### src/rtl/spi_pkg.sv
// Shared SPI types: mode bundle, synchroniser depth
// and the transmitter state encoding.
package spi_pkg;

  localparam int SPI_SYNC_STAGES = 2;

  typedef struct packed {
    logic cpol;
    logic cpha;
  } spi_mode_t;

  typedef enum logic [1:0] {
    IDLE,
    LOAD,
    SHIFT
  } spi_tx_state_e;

endpackage

### src/rtl/fifo_sync.sv
// Single-clock FIFO, power-of-two depth, registered occupancy.
// Ports: clk_i, rst_i (sync, active-high), push_i/data_i,
// pop_i/data_o (head, show-ahead), full_o, empty_o, level_o.
module fifo_sync #(
  parameter int DATA_W = 8,
  parameter int DEPTH  = 4
) (
  input  logic                       clk_i,
  input  logic                       rst_i,
  input  logic                       push_i,
  input  logic [DATA_W-1:0]          data_i,
  input  logic                       pop_i,
  output logic [DATA_W-1:0]          data_o,
  output logic                       full_o,
  output logic                       empty_o,
  output logic [$clog2(DEPTH):0]     level_o
);

  localparam int AW = $clog2(DEPTH);
  localparam int LW = AW + 1;

  logic [DATA_W-1:0] r_mem [DEPTH];
  logic [AW-1:0]     r_wp;
  logic [AW-1:0]     r_rp;
  logic [LW-1:0]     r_cnt;
  logic              w_push;
  logic              w_pop;

  assign full_o  = (r_cnt == LW'(DEPTH));
  assign empty_o = (r_cnt == '0);
  assign w_push  = push_i & ~full_o;
  assign w_pop   = pop_i & ~empty_o;
  assign data_o  = r_mem[r_rp];
  assign level_o = r_cnt;

  always_ff @(posedge clk_i) begin
    if (rst_i) begin
      r_wp  <= '0;
      r_rp  <= '0;
      r_cnt <= '0;
    end else begin
      if (w_push) r_wp <= r_wp + AW'(1);
      if (w_pop)  r_rp <= r_rp + AW'(1);
      case ({w_push, w_pop})
        2'b10:   r_cnt <= r_cnt + LW'(1);
        2'b01:   r_cnt <= r_cnt - LW'(1);
        default: r_cnt <= r_cnt;
      endcase
    end
  end

  always_ff @(posedge clk_i) begin
    if (w_push) r_mem[r_wp] <= data_i;
  end

endmodule

### src/rtl/spi_periph_tx.sv
// SPI peripheral transmitter: oversampled SCK/CSn, TX FIFO, all modes.
// Ports: clk_i, rst_i, spi_sck_i, spi_csn_i, spi_sd_o, spi_oe_o,
// tx_data_i/tx_valid_i/tx_ready_o, underrun_o, level_o.
module spi_periph_tx
  import spi_pkg::*;
#(
  parameter int              DATA_W     = 8,
  parameter int              FIFO_DEPTH = 4,
  parameter bit              CPOL       = 1'b0,
  parameter bit              CPHA       = 1'b0,
  parameter bit              MSB_FIRST  = 1'b1,
  parameter logic [DATA_W-1:0] FILL     = '0
) (
  input  logic                          clk_i,
  input  logic                          rst_i,
  input  logic                          spi_sck_i,
  input  logic                          spi_csn_i,
  output logic                          spi_sd_o,
  output logic                          spi_oe_o,
  input  logic [DATA_W-1:0]             tx_data_i,
  input  logic                          tx_valid_i,
  output logic                          tx_ready_o,
  output logic                          underrun_o,
  output logic [$clog2(FIFO_DEPTH):0]   level_o
);

  localparam spi_mode_t MODE = '{cpol: CPOL, cpha: CPHA};
  localparam int        CW   = $clog2(DATA_W);

  logic [SPI_SYNC_STAGES-1:0] r_sck_sync;
  logic [SPI_SYNC_STAGES-1:0] r_csn_sync;
  logic                       r_sck_d;
  logic                       r_csn_d;

  spi_tx_state_e r_state;
  spi_tx_state_e w_state_nx;

  logic [DATA_W-1:0] r_shift;
  logic [CW-1:0]     r_cnt;
  logic              r_pend;
  logic              r_sd;
  logic              r_underrun;

  logic w_sck_s, w_csn_s;
  logic w_lead, w_trail;
  logic w_sample, w_launch;
  logic w_csn_fall, w_csn_rise;
  logic w_active, w_load;
  logic w_full, w_empty;
  logic [DATA_W-1:0] w_head;
  logic [DATA_W-1:0] w_word;
  logic [DATA_W-1:0] w_word_sh;
  logic [DATA_W-1:0] w_shift_sh;
  logic              w_word_bit;
  logic              w_shift_bit;

  always_ff @(posedge clk_i) begin
    if (rst_i) begin
      r_sck_sync <= {SPI_SYNC_STAGES{MODE.cpol}};
      r_csn_sync <= {SPI_SYNC_STAGES{1'b1}};
      r_sck_d    <= MODE.cpol;
      r_csn_d    <= 1'b1;
    end else begin
      r_sck_sync <= {r_sck_sync[SPI_SYNC_STAGES-2:0], spi_sck_i};
      r_csn_sync <= {r_csn_sync[SPI_SYNC_STAGES-2:0], spi_csn_i};
      r_sck_d    <= w_sck_s;
      r_csn_d    <= w_csn_s;
    end
  end

  assign w_sck_s    = r_sck_sync[SPI_SYNC_STAGES-1];
  assign w_csn_s    = r_csn_sync[SPI_SYNC_STAGES-1];
  assign w_lead     = (w_sck_s != MODE.cpol) & (r_sck_d == MODE.cpol);
  assign w_trail    = (w_sck_s == MODE.cpol) & (r_sck_d != MODE.cpol);
  assign w_sample   = MODE.cpha ? w_trail : w_lead;
  assign w_launch   = MODE.cpha ? w_lead : w_trail;
  assign w_csn_fall = ~w_csn_s & r_csn_d;
  assign w_csn_rise = w_csn_s & ~r_csn_d;

  // SCK edges count only while selected and shifting.
  assign w_active = (r_state == SHIFT) & ~w_csn_s;

  // A pending reload always lands on a launch edge:
  // trailing for CPHA=0, leading for CPHA=1.
  assign w_load = ((r_state == LOAD) & ~w_csn_rise)
                | (w_active & r_pend & w_launch);

  fifo_sync #(
    .DATA_W (DATA_W),
    .DEPTH  (FIFO_DEPTH)
  ) u_fifo (
    .clk_i   (clk_i),
    .rst_i   (rst_i),
    .push_i  (tx_valid_i),
    .data_i  (tx_data_i),
    .pop_i   (w_load),
    .data_o  (w_head),
    .full_o  (w_full),
    .empty_o (w_empty),
    .level_o (level_o)
  );

  assign w_word      = w_empty ? FILL : w_head;
  assign w_word_bit  = MSB_FIRST ? w_word[DATA_W-1] : w_word[0];
  assign w_word_sh   = MSB_FIRST ? (w_word << 1) : (w_word >> 1);
  assign w_shift_bit = MSB_FIRST ? r_shift[DATA_W-1] : r_shift[0];
  assign w_shift_sh  = MSB_FIRST ? (r_shift << 1) : (r_shift >> 1);

  always_ff @(posedge clk_i) begin
    if (rst_i) r_state <= IDLE;
    else       r_state <= w_state_nx;
  end

  always_comb begin
    w_state_nx = r_state;
    unique case (r_state)
      IDLE:    if (w_csn_fall) w_state_nx = LOAD;
      LOAD:    w_state_nx = SHIFT;
      SHIFT:   w_state_nx = SHIFT;
      default: w_state_nx = IDLE;
    endcase
    if (w_csn_rise) w_state_nx = IDLE;
  end

  always_ff @(posedge clk_i) begin
    if (rst_i) begin
      r_shift    <= '0;
      r_cnt      <= '0;
      r_pend     <= 1'b0;
      r_sd       <= 1'b0;
      r_underrun <= 1'b0;
    end else begin
      r_underrun <= w_load & w_empty;
      if (w_csn_rise) begin
        r_cnt  <= '0;
        r_pend <= 1'b0;
      end else begin
        if (w_load) begin
          r_pend <= 1'b0;
          if (r_state == LOAD) r_cnt <= '0;
          // CPHA=1 frame start: hold the line until the first launch.
          if ((r_state == LOAD) && MODE.cpha) begin
            r_shift <= w_word;
          end else begin
            r_shift <= w_word_sh;
            r_sd    <= w_word_bit;
          end
        end else if (w_active & w_launch) begin
          r_shift <= w_shift_sh;
          r_sd    <= w_shift_bit;
        end
        if (w_active & w_sample) begin
          if (r_cnt == CW'(DATA_W - 1)) begin
            r_cnt  <= '0;
            r_pend <= 1'b1;
          end else begin
            r_cnt <= r_cnt + CW'(1);
          end
        end
      end
    end
  end

  assign spi_sd_o   = r_sd;
  assign spi_oe_o   = (r_state != IDLE);
  assign tx_ready_o = ~w_full;
  assign underrun_o = r_underrun;

endmodule

### config.mk
export PLATFORM = sky130hd
export DESIGN_NAME = spi_periph_tx
export DESIGN_NICKNAME = d
export VERILOG_FILES = /design/src/rtl/spi_pkg.sv /design/src/rtl/fifo_sync.sv /design/src/rtl/spi_periph_tx.sv
export SDC_FILE = /design/constraint.sdc
export NUM_CORES = 1
export LEC_CHECK = 0
export CORE_MARGIN = 2
export CORE_UTILIZATION = 55
export DETAILED_ROUTE_END_ITERATION = 6
export HOLD_SLACK_MARGIN = 0.02
export PLACE_DENSITY_LB_ADDON = 0.1
export SETUP_SLACK_MARGIN = 0.02
export SLEW_MARGIN = 25
export SYNTH_ARGS = -nofsm -noshare
export SYNTH_HDL_FRONTEND = slang
export SYNTH_SLANG_ARGS = --single-unit
### constraint.sdc
create_clock -name clk_i -period 2.8 [get_ports clk_i]
set_input_delay 0.7 -clock clk_i [delete_from_list [all_inputs] [get_ports clk_i]]
set_output_delay 0.7 -clock clk_i [all_outputs]
set_load 0.005 [all_outputs]
==> results of run 1 <==
## synth_stat cells, drive strengths merged (2+ instances only)
library cell  count  area share (%)
edfxtp           32              37
dfxtp            30              23
nor2             18             2.6
a21oi            14             2.7
inv              13             1.9
ha               11             5.3
mux4              8             7.0
or3b              7             2.4
a211oi            6             2.9
a22oi             5             2.0
and3              4            0.97
nand2             4            0.58
o21ai             4            0.77
buf               3            0.77
clkbuf            3            0.48
nor2b             3            0.72
or2               3            0.72
a32o              2            0.77
and2              2            0.48
and4bb            2             1.1
mux2i             2            0.77
or3               2            0.48
xor2              2            0.68
## registers in the layout (all words and copies together) (netlist names), 2 cells and up, named ones only
name and count:
u_fifo.r_mem 32, r_shift 7, r_state 2, u_fifo.r_rp 2, u_fifo.level_o 3, u_fifo.r_wp 2
r_cnt 3, r_sck_sync 2, r_csn_sync 2
## kinds of logic (layout without fill, tap and decap cells)
group | count (synthesis) | after routing | share of synthesized area, %
DFF | 62 | 62 | 60.3
and+or+nand+nor | 51 | 51 | 11.7
AOI/OAI and AO/OA | 34 | 34 | 10.1
buffers and inverters | 19 | 51 | 3.14
adders and majority gates | 12 | 12 | 6.08
muxes | 10 | 10 | 7.73
xor gates and xnor gates | 3 | 3 | 1.01
## per-stage QoR
stage          power [mW]  setup WS (ps)  area, um^2  hold WS (ps)
3_3_place_gp         1.67            168        2840           408
2_1_floorplan        1.51            491        2590           389
6_report             2.52            245        3050           423
3_5_place_dp         1.70           90.1        2840           409
5_1_grt              2.66            101        3050           445
4_1_cts              2.54            231        3050           429
## worst max-delay path, cell delays in order, from the launching register on
cell	delay, ps
dfxtp_1	320
inv_1	100
ha_1	190
and4bb_4	280
a22oi_4	60
nor2_1	240
ha_1	230
inv_1	60
fa_1	370
xor2_1	150
or3_1	310
a21oi_1	160
## worst min-delay path by stage
stage,start,end,slack (ps),depth (start not counted)
after floorplan,r_csn_sync[0]$_SDFF_PP1_,r_csn_sync[1]$_SDFF_PP1_,390,1
final,r_csn_sync[0]$_SDFF_PP1_,r_csn_sync[1]$_SDFF_PP1_,420,1
after CTS,r_csn_sync[0]$_SDFF_PP1_,r_csn_sync[1]$_SDFF_PP1_,430,1
after detailed placement,r_csn_sync[0]$_SDFF_PP1_,r_csn_sync[1]$_SDFF_PP1_,410,1
after global routing,r_csn_sync[0]$_SDFF_PP1_,r_csn_sync[1]$_SDFF_PP1_,450,1
after global placement,r_csn_sync[0]$_SDFF_PP1_,r_csn_sync[1]$_SDFF_PP1_,410,1
## power by group through the flow
stage	clock network, mW	logic, mW	registers (mW)
finish	0.836	0.559	1.12
global placement	0	0.538	1.14
CTS	0.853	0.565	1.12
detailed placement	0	0.558	1.14
global route	0.892	0.635	1.14
floorplan	0	0.397	1.12
## layer usage
metal	global-route usage, %	part of all wire [%]	wire length, um	vias up
li1	-	-	-	758
met5	0	0	0	-
met1	24.0	44	1940	760
met3	5.94	3.9	172	9
met4	10.3	2.4	104	0
met2	32.4	50	2210	34
## final cells by class
cell class | instances | area, um^2 | area share (%)
multi-input cells | 110 | 948 | 31.1
clock buffers | 9 | 124 | 4.06
inverters | 13 | 48.8 | 1.60
well taps | 52 | 65.1 | 2.13
clock inverters | 7 | 88.8 | 2.91
flip-flops and latches | 62 | 1560 | 51.2
repair buffers | 22 | 213 | 6.98
==> reports/metrics.csv, run 1 <==
metric;value;unit
status;finished clean;
finalCritPeriodShare;91.3;%
antenna_found_initial;0;
synth_area;0.00259;mm^2
hp-class;reg -> reg;
skew;7.67;ps
gp_congestion;0.720;
dieArea;0.00528;mm^2
syn_nets;216;
nets;243;
pwr-share-comb;22.2;%
place_inst;259;
grt_overflow_total;0;
viasPerCell;5.68;
port_buffers;19;
critical_path_arrival;2810;ps
final_cell_mix;edfxtp_1 (32), dfxtp_1 (30), clkdlybuf4s50_1 (19);
root_buffer;clkbuf_8;
start_util;58.3;%
antenna_cells;0;
dr.pass1.iters;4;
path_max_fanout;3;
gr-usage-all-layers;19.9;%
power_density;826;mW/mm^2
numClockSinks;62;
report.final.hold_viol_count;0;
criticalPathCategory;reg -> reg;
hold_buffers;0;
r2r_slack;240;ps
vdd_drop_max;0.000503;V
p_sw;0.696;mW
fillers;328;
clock_path_buffers;2;
post-route-util;68.6;%
ant_nets;0;
coreArea;0.00444;mm^2
via_count;1561;
numCtsBuffers;9;
finalCriticalPeriod;2560;ps
relSlewSlack;63.5;%
worstSetupEndpointType;flip-flop;
cap_viol_max_count;0;
cp-endpoint;u_fifo.level_o[2]$_SDFFE_PP0P_;
clkLatencyLatePin;340;ps
first_global_vias;1622;
area_growth;17.7;%
drt-initial-drc-count;103;
totalNegativeSetupSlack;0;ps
yosysWarnings;0;
grt_pass1_wl;7.64;mm
rsz0062_at_grt;false;
setup_viol;0;
drive_gt1_share;17.0;%
synth_edf_count;32;
ys_seq_area_share;60.3;%
clock_power_share;33.2;%
cts.repair.resized;0;
internal_power;1.82;mW
required;3060;ps
cts-htree-levels;3;
routed_wirelength;4.42;mm
synth_flop_cell;edfxtp_1;
syn_inst;191;
final_common_cell;edfxtp_1;
ios;20;
reg2reg_depth;11;
grt_max_degree;19;
clkTransAtPathRegs;70;ps
cts_tree;done;
wl_per_cell;16.1;um
final_max_slew_viol_count;0;
ys_types;40;
swShare;27.7;%
r2r_end;u_fifo.level_o[2]$_SDFFE_PP0P_;
hpwl;2.99;mm
rows;24;
cp-startpoint;r_state[0]$_SDFFE_PP0P_;
worst_pin_slew;548;ps
seqPwrFrac;44.6;%
r2r_start;r_state[0]$_SDFFE_PP0P_;
cp-start-kind;flip-flop;
stdcell_count;275;
synth.ff_latch_count;62;
die_w;72.6;um
postCtsSetupBuffers;0;
die_y;72.6;um
async_flop_share;0;%
leakage;1.12;nW
clock.fmax;391;MHz
synth_area_per_cell;13.6;um^2
drcViolationCount;0;
No activity file was read; power rests on OpenSTA's default activity.
==> run 2: changes to the inputs <==
Settings changed: SLEW_MARGIN 25 to 30.
==> results of run 2 <==
Same layout as run 1: the final DEF is identical, and so are final timing and power.
